[src/rtl/risc_pkg.sv]
// rtl/risc_pkg.sv - shared fetch state encoding and IR field positions
package risc_pkg;

  typedef enum logic [2:0] {
    IDLE = 3'd0,
    REQ  = 3'd1,
    WAIT = 3'd2,
    HOLD = 3'd3,
    ERR  = 3'd4
  } fetch_state_t;

  // IR field positions, shared with the register select/encode logic
  localparam int OPC_MSB = 31;
  localparam int OPC_LSB = 27;
  localparam int RA_MSB  = 26;
  localparam int RA_LSB  = 23;
  localparam int RB_MSB  = 22;
  localparam int RB_LSB  = 19;
  localparam int RC_MSB  = 18;
  localparam int RC_LSB  = 15;
  localparam int C_MSB   = 18;
  localparam int C_LSB   = 0;

  localparam int WAIT_CNT_W = 8;

  // Last wait-counter value before a fetch is declared timed out
  function automatic logic [WAIT_CNT_W-1:0] wait_cnt_last(input int timeout);
    return WAIT_CNT_W'(timeout - 1);
  endfunction

endpackage

[src/rtl/instr_fetch_unit_if.sv]
// rtl/instr_fetch_unit_if.sv - instruction memory read bus
interface instr_fetch_unit_if #(
  parameter int ADDR_W = 9,
  parameter int DATA_W = 32
);
  logic              mem_rd;
  logic [ADDR_W-1:0] mem_addr;
  logic [DATA_W-1:0] mem_rdata;
  logic              mem_ready;

  // Fetch unit side: issues reads
  modport master (
    output mem_rd,
    output mem_addr,
    input  mem_rdata,
    input  mem_ready
  );

  // Memory side: answers reads
  modport slave (
    input  mem_rd,
    input  mem_addr,
    output mem_rdata,
    output mem_ready
  );
endinterface

[src/rtl/instr_fetch_unit_pc_counter.sv]
// rtl/instr_fetch_unit_pc_counter.sv - program counter with priority load and wrapping increment
module pc_counter #(
  parameter int                ADDR_W   = 9,
  parameter logic [ADDR_W-1:0] RESET_PC = '0
) (
  input  logic              clk,
  input  logic              clr,
  input  logic              load,
  input  logic              inc,
  input  logic [ADDR_W-1:0] load_val,
  output logic [ADDR_W-1:0] pc,
  output logic [ADDR_W-1:0] pc_next
);

  logic [ADDR_W-1:0] pc_q;
  logic [ADDR_W-1:0] pc_d;

  // Load wins over increment; increment wraps naturally at 2^ADDR_W
  always_comb begin
    pc_d = pc_q;
    if (load) begin
      pc_d = load_val;
    end else if (inc) begin
      pc_d = pc_q + ADDR_W'(1);
    end
  end

  // PC register
  always_ff @(posedge clk or posedge clr) begin
    if (clr) begin
      pc_q <= RESET_PC;
    end else begin
      pc_q <= pc_d;
    end
  end

  assign pc      = pc_q;
  assign pc_next = pc_d;

endmodule

[src/rtl/instr_fetch_unit.sv]
// rtl/instr_fetch_unit.sv - fetch stage: PC, memory read handshake, IR latch, timeout error
module instr_fetch_unit
  import risc_pkg::*;
#(
  parameter int ADDR_W   = 9,
  parameter int DATA_W   = 32,
  parameter int RESET_PC = 0,
  parameter int TIMEOUT  = 15
) (
  input  logic                clk,
  input  logic                clr,
  input  logic                halt,
  instr_fetch_unit_if.master  mem,
  output logic [DATA_W-1:0]   ir_out,
  output logic                ir_valid,
  input  logic                ir_ack,
  input  logic                pc_load,
  input  logic [ADDR_W-1:0]   pc_load_val,
  output logic [ADDR_W-1:0]   pc_out,
  output logic                fetch_err
);

  localparam logic [WAIT_CNT_W-1:0] CNT_LAST = wait_cnt_last(TIMEOUT);

  fetch_state_t state_q, state_d;

  logic [WAIT_CNT_W-1:0] cnt_q, cnt_d;
  logic [DATA_W-1:0]     ir_q, ir_d;
  logic                  ir_valid_q, ir_valid_d;
  logic                  err_q, err_d;
  logic [ADDR_W-1:0]     mem_addr_q, mem_addr_d;
  logic                  mem_rd_o;

  logic                  pc_ld;
  logic                  pc_inc;
  logic [ADDR_W-1:0]     pc_cur;
  logic [ADDR_W-1:0]     pc_next;
  logic                  ready_hit;

  // A returning word is accepted only in WAIT and only if no redirect squashes it
  assign ready_hit = (state_q == WAIT) && mem.mem_ready && !pc_load;
  assign pc_ld     = pc_load && (state_q != ERR);
  assign pc_inc    = ready_hit;

  pc_counter #(
    .ADDR_W   (ADDR_W),
    .RESET_PC (ADDR_W'(RESET_PC))
  ) u_pc (
    .clk      (clk),
    .clr      (clr),
    .load     (pc_ld),
    .inc      (pc_inc),
    .load_val (pc_load_val),
    .pc       (pc_cur),
    .pc_next  (pc_next)
  );

  // FSM state register
  always_ff @(posedge clk or posedge clr) begin
    if (clr) begin
      state_q <= IDLE;
    end else begin
      state_q <= state_d;
    end
  end

  // FSM next-state: redirects restart the fetch, halt only gates new issues
  always_comb begin
    state_d = state_q;
    case (state_q)
      IDLE: if (!pc_load && !halt) state_d = REQ;
      REQ:  state_d = pc_load ? REQ : WAIT;
      WAIT: begin
        if (pc_load) begin
          state_d = REQ;
        end else if (mem.mem_ready) begin
          state_d = HOLD;
        end else if (cnt_q == CNT_LAST) begin
          state_d = ERR;
        end
      end
      HOLD: if (ir_ack) state_d = halt ? IDLE : REQ;
      ERR:  state_d = ERR;
      default: state_d = IDLE;
    endcase
  end

  // FSM outputs: read strobe held from issue until completion
  always_comb begin
    mem_rd_o = (state_q == REQ) || (state_q == WAIT);
  end

  // Datapath next values: address latch on REQ entry, wait counter, IR, valid, sticky error
  always_comb begin
    mem_addr_d = (state_d == REQ) ? pc_next : mem_addr_q;
    cnt_d      = ((state_q == WAIT) && (state_d == WAIT)) ? cnt_q + WAIT_CNT_W'(1) : '0;
    ir_d       = ready_hit ? mem.mem_rdata : ir_q;
    ir_valid_d = ir_valid_q;
    if (ready_hit) begin
      ir_valid_d = 1'b1;
    end else if ((state_q == HOLD) && ir_ack) begin
      ir_valid_d = 1'b0;
    end
    err_d = err_q || ((state_q == WAIT) && (state_d == ERR));
  end

  // Datapath registers
  always_ff @(posedge clk or posedge clr) begin
    if (clr) begin
      mem_addr_q <= ADDR_W'(RESET_PC);
      cnt_q      <= '0;
      ir_q       <= '0;
      ir_valid_q <= 1'b0;
      err_q      <= 1'b0;
    end else begin
      mem_addr_q <= mem_addr_d;
      cnt_q      <= cnt_d;
      ir_q       <= ir_d;
      ir_valid_q <= ir_valid_d;
      err_q      <= err_d;
    end
  end

  assign mem.mem_rd   = mem_rd_o;
  assign mem.mem_addr = mem_addr_q;
  assign ir_out       = ir_q;
  assign ir_valid     = ir_valid_q;
  assign pc_out       = pc_cur;
  assign fetch_err    = err_q;

endmodule

[src/flat_wrapper.sv]
// flat-port wrapper written by rule: the top's interface ports become plain ports
module instr_fetch_unit_flat import risc_pkg::*;
#(
  parameter int ADDR_W   = 9,
  parameter int DATA_W   = 32,
  parameter int RESET_PC = 0,
  parameter int TIMEOUT  = 15
)
  (clk, clr, halt, ir_out, ir_valid, ir_ack, pc_load, pc_load_val, pc_out, fetch_err, mem_mem_rd, mem_mem_addr, mem_mem_rdata, mem_mem_ready);
  instr_fetch_unit_if #(.ADDR_W(ADDR_W), .DATA_W(DATA_W)) mem_i ();
  input  logic clk;
  input  logic clr;
  input  logic halt;
  output logic [DATA_W-1:0] ir_out;
  output logic ir_valid;
  input  logic ir_ack;
  input  logic pc_load;
  input  logic [ADDR_W-1:0] pc_load_val;
  output logic [ADDR_W-1:0] pc_out;
  output logic fetch_err;
  output wire logic [$bits(mem_i.mem_rd)-1:0] mem_mem_rd;
  output wire logic [$bits(mem_i.mem_addr)-1:0] mem_mem_addr;
  input wire logic [$bits(mem_i.mem_rdata)-1:0] mem_mem_rdata;
  input wire logic [$bits(mem_i.mem_ready)-1:0] mem_mem_ready;
  assign mem_mem_rd = mem_i.mem_rd;
  assign mem_mem_addr = mem_i.mem_addr;
  assign mem_i.mem_rdata = mem_mem_rdata;
  assign mem_i.mem_ready = mem_mem_ready;
  instr_fetch_unit #(.ADDR_W(ADDR_W), .DATA_W(DATA_W), .RESET_PC(RESET_PC), .TIMEOUT(TIMEOUT)) u_core (.clk(clk), .clr(clr), .halt(halt), .mem(mem_i), .ir_out(ir_out), .ir_valid(ir_valid), .ir_ack(ir_ack), .pc_load(pc_load), .pc_load_val(pc_load_val), .pc_out(pc_out), .fetch_err(fetch_err));
endmodule
[config.mk]
export PLATFORM = sky130hd
export DESIGN_NAME = instr_fetch_unit_flat
export DESIGN_NICKNAME = d
export VERILOG_FILES = /design/src/rtl/risc_pkg.sv /design/src/rtl/instr_fetch_unit_if.sv /design/src/rtl/instr_fetch_unit_pc_counter.sv /design/src/rtl/instr_fetch_unit.sv /design/src/flat_wrapper.sv
export SDC_FILE = /design/constraint.sdc
export NUM_CORES = 1
export LEC_CHECK = 0
export ABC_AREA = 1
export BUFFER_PORTS_ARGS = -buffer_cell sky130_fd_sc_hd__buf_2
export CAP_MARGIN = 20
export CORE_AREA = 2 2 77 79
export CTS_CLUSTER_DIAMETER = 50
export DETAILED_ROUTE_END_ITERATION = 6
export DIE_AREA = 0 0 79 81
export HOLD_SLACK_MARGIN = 0.05
export PLACE_DENSITY = 0.82
export SLEW_MARGIN = 20
export SYNTH_ARGS = -nofsm -noshare
export SYNTH_HDL_FRONTEND = slang
export SYNTH_SLANG_ARGS = --single-unit
export TNS_END_PERCENT = 20
[constraint.sdc]
create_clock -name clk -period 5.2 [get_ports clk]
set_clock_uncertainty 0.15 [all_clocks]
set_input_delay 0.52 -clock clk [delete_from_list [all_inputs] [get_ports clk]]
set_output_delay 0.52 -clock clk [all_outputs]
set_load 0.01 [all_outputs]
==> results.py <==
metrics = {
    "floorplan": {
        "start_util_pct": 51.54,
        "io_pins": 100,
        "die_height_um": 81,
        "die_w_um": 79,
        "core_area_um2": 5675,
        "die_area_um2": 6399,
        "core.rowCount": 28,
    },
    "global_routing": {
        "antenna_found_initial": 0,
        "grt_pass1_wl_um": 10390,
        "gr-usage-all-layers_pct": 20.76,
        "grt-ovfl-total": 0,
        "first_global_vias": 2336,
        "grt_max_degree": 64,
    },
    "routing": {
        "final_antenna_net_count": 0,
        "wire_per_inst_um": 11.53,
        "wl_um": 6144,
        "drcViolationCount": 0,
        "via_count": 2542,
        "viasPerCell": 4.769,
        "drt_iter0_markers": 100,
        "drtPass1Iterations": 5,
    },
    "setup_path": {
        "path_cells": "inv_2 -> nand3_2 -> nor2_2 -> nand2_2 -> or2_0 -> nand3_2 -> nand2_1 -> nand2_1",
        "crit_type": "reg -> reg",
        "cp.required_ns": 5.31,
        "crit_arrival_ns": 2.26,
        "end_kind": "flip-flop",
        "start_kind": "flip-flop",
        "rrSetupSlack_ns": 3.06,
        "cp_max_fo": 42,
        "slowest_stage": "nand2_2",
        "max_stage_delay_ns": 0.46,
    },
    "sta": {
        "relSlewSlack_pct": 48.13,
        "finalHoldViolations": 0,
        "setup_viol": 0,
        "fin_crit_ns": 2.143,
        "worstMarginPinSlew_ns": 0.7753,
        "clock.fmax_mhz": 466.5,
        "setup_tns_ns": 0,
        "rsz0062_at_grt": "no",
        "min_period_over_period_pct": 41.22,
        "drv_slew": 0,
        "hold_slack_ns": 0.2407,
    },
    "placement": {
        "port_buffers": 99,
        "gp_congestion": 0.8399,
        "hpwlAfterDp_um": 4352,
        "dpl_cell_area_um2": 3473,
    },
    "yosys": {
        "syn_area_um2": 2925,
        "synth_edf_count": 0,
        "synth_flop_cell": "dfrtp_1",
        "synth.most_common_cell": "nand2_1",
        "synth_common_cells": "174 x nand2_1, 63 x dfrtp_1, 18 x nand3_1",
        "netlist_top_cells_area": "dfrtp_1 54%, nand2_1 22%, nand3_1 3.1%",
        "synth.top_cell.area_share_pct": 53.89,
        "syn_avg_cell_area_um2": 8.358,
        "syn_inst": 350,
        "synth_warnings": 0,
        "synthArstFlopShare_pct": 100.0,
        "yosysTopAreaCell": "dfrtp_1",
        "synthDistinctLibCells": 29,
        "synth_seq_cells": 63,
        "synthesis.nets": 400,
        "ys_seq_area_share_pct": 53.89,
    },
    "clock_network": {
        "cts_sinks": 63,
        "clk_latency_ns": 0.32,
        "cts_buffers": 9,
        "post_cts_buffers": 0,
        "cts-root-buf": "clkbuf_8",
        "cts_tree": "built",
        "hold_buffers": 0,
        "htreeDepth": 3,
        "post_cts_resized": 0,
        "clk_pin_slew_ns": 0.07,
        "cts_buffer_depth": 2,
    },
    "finish": {
        "final-seq-area_um2": 1577,
        "final_core_utilization_pct": 65.15,
        "fillCellCount": 506,
        "fin_nets": 503,
        "n_antenna_cell": 0,
        "syn_to_final_growth_pct": 26.39,
        "post_route_cells_drive_above_1_share_pct": 31.22,
        "multiInputGateArea_um2": 1221,
        "final_area_um2": 3697,
    },
    "power": {
        "ir_drop_mv": 0.3170,
        "p_total_w": 0.001908,
        "power.density_nw_per_um2": 515.9,
        "leakagePower_nw": 2.083,
    },
    "job": {
        "drv_cap": 0,
    },
    "outcome": {
        "status": "finished, final reports clean",
    },
    "worst_hold_path": {
        "min_path_type": "in -> reg",
    },
}
==> layout make-up <==
class / count / share of cell area [%]
repair buffers: 101 / 13.81
clock buffers: 13 / 4.298
clock inverters: 3 / 1.760
multi-input cells: 259 / 33.03
flip-flops and latches: 63 / 42.64
well taps: 75 / 2.538
inverters: 19 / 1.929
==> power breakdown <==
group	total [W]	internal [W]	switching (W)
Clock	0.000467	0.000296	0.000171
Sequential	0.000788	0.000671	0.000117
Combinational	0.000653	0.000263	0.000390
==> per-layer routing <==
layer	GRT usage [%]	vias to the layer above	part of all wire, %
met3	4.889	6	6.0
met4	7.931	0	0.65
met5	0	-	0
met1	27.56	1151	48
met2	33.39	94	45
li1	-	1291	-
==> worst max-delay path: cells and delay by family (launching register included) <==
family / cells / cell delay [ns]
simple gates: 7 / 1.40
flops: 1 / 0.44
buf+inv: 1 / 0.09
==> sequential cells by signal, summed over array words and instances, names as in the netlist <==
register,count
u_core.cnt_q,8
u_core.fetch_err,1
u_core.ir_out,32
u_core.ir_valid,1
u_core.mem.mem_addr,9
u_core.state_q,3
u_core.u_pc.pc,9
==> stage by stage <==
step / instances / setup WS [ns]
finish: 533 / 3.057
global route: 533 / 2.851
CTS: 533 / 3.033
detailed placement: 517 / 3.022
global placement: 517 / 3.052
floorplan: 350 / 2.960
==> worst paths after layout <==
path                                        startpoint                      to  depth (start not counted)
worst min-delay path                  mem_mem_rdata[3]        u_core.ir_out[3]                          3
worst max-delay path                 u_core.state_q[0]  u_core.mem.mem_addr[0]                          8
worst max register to register       u_core.state_q[0]  u_core.mem.mem_addr[0]                          8
min in group asynchronous                          clr       u_core.u_pc.pc[0]                          3
max in group asynchronous                          clr       u_core.state_q[0]                          3
worst min register to register  u_core.mem.mem_addr[2]  u_core.mem.mem_addr[2]                          2
==> layout by cell type (no fill, tap or decap), types with 4 or more instances in the layout <==
| cell | n |
|---|---|
| inv_1 | 10 |
| dfrtp_1 | 63 |
| clkbuf_8 | 11 |
| a21oi_1 | 4 |
| buf_2 | 99 |
| inv_2 | 9 |
| nand3b_1 | 4 |
| nand3_1 | 18 |
| nand2_2 | 6 |
| nor2_1 | 14 |
| nand4_1 | 4 |
| nand3_2 | 4 |
| nand2_1 | 174 |
==> logic make-up after synthesis <==
logic type | synth area share (%)
compound gates | 1.540
buf+inv | 4.576
xor+xnor | 1.797
fa+ha+maj | 1.283
simple gates | 36.91
flops | 53.89
Note: power is estimated with default switching activity, not from simulation.
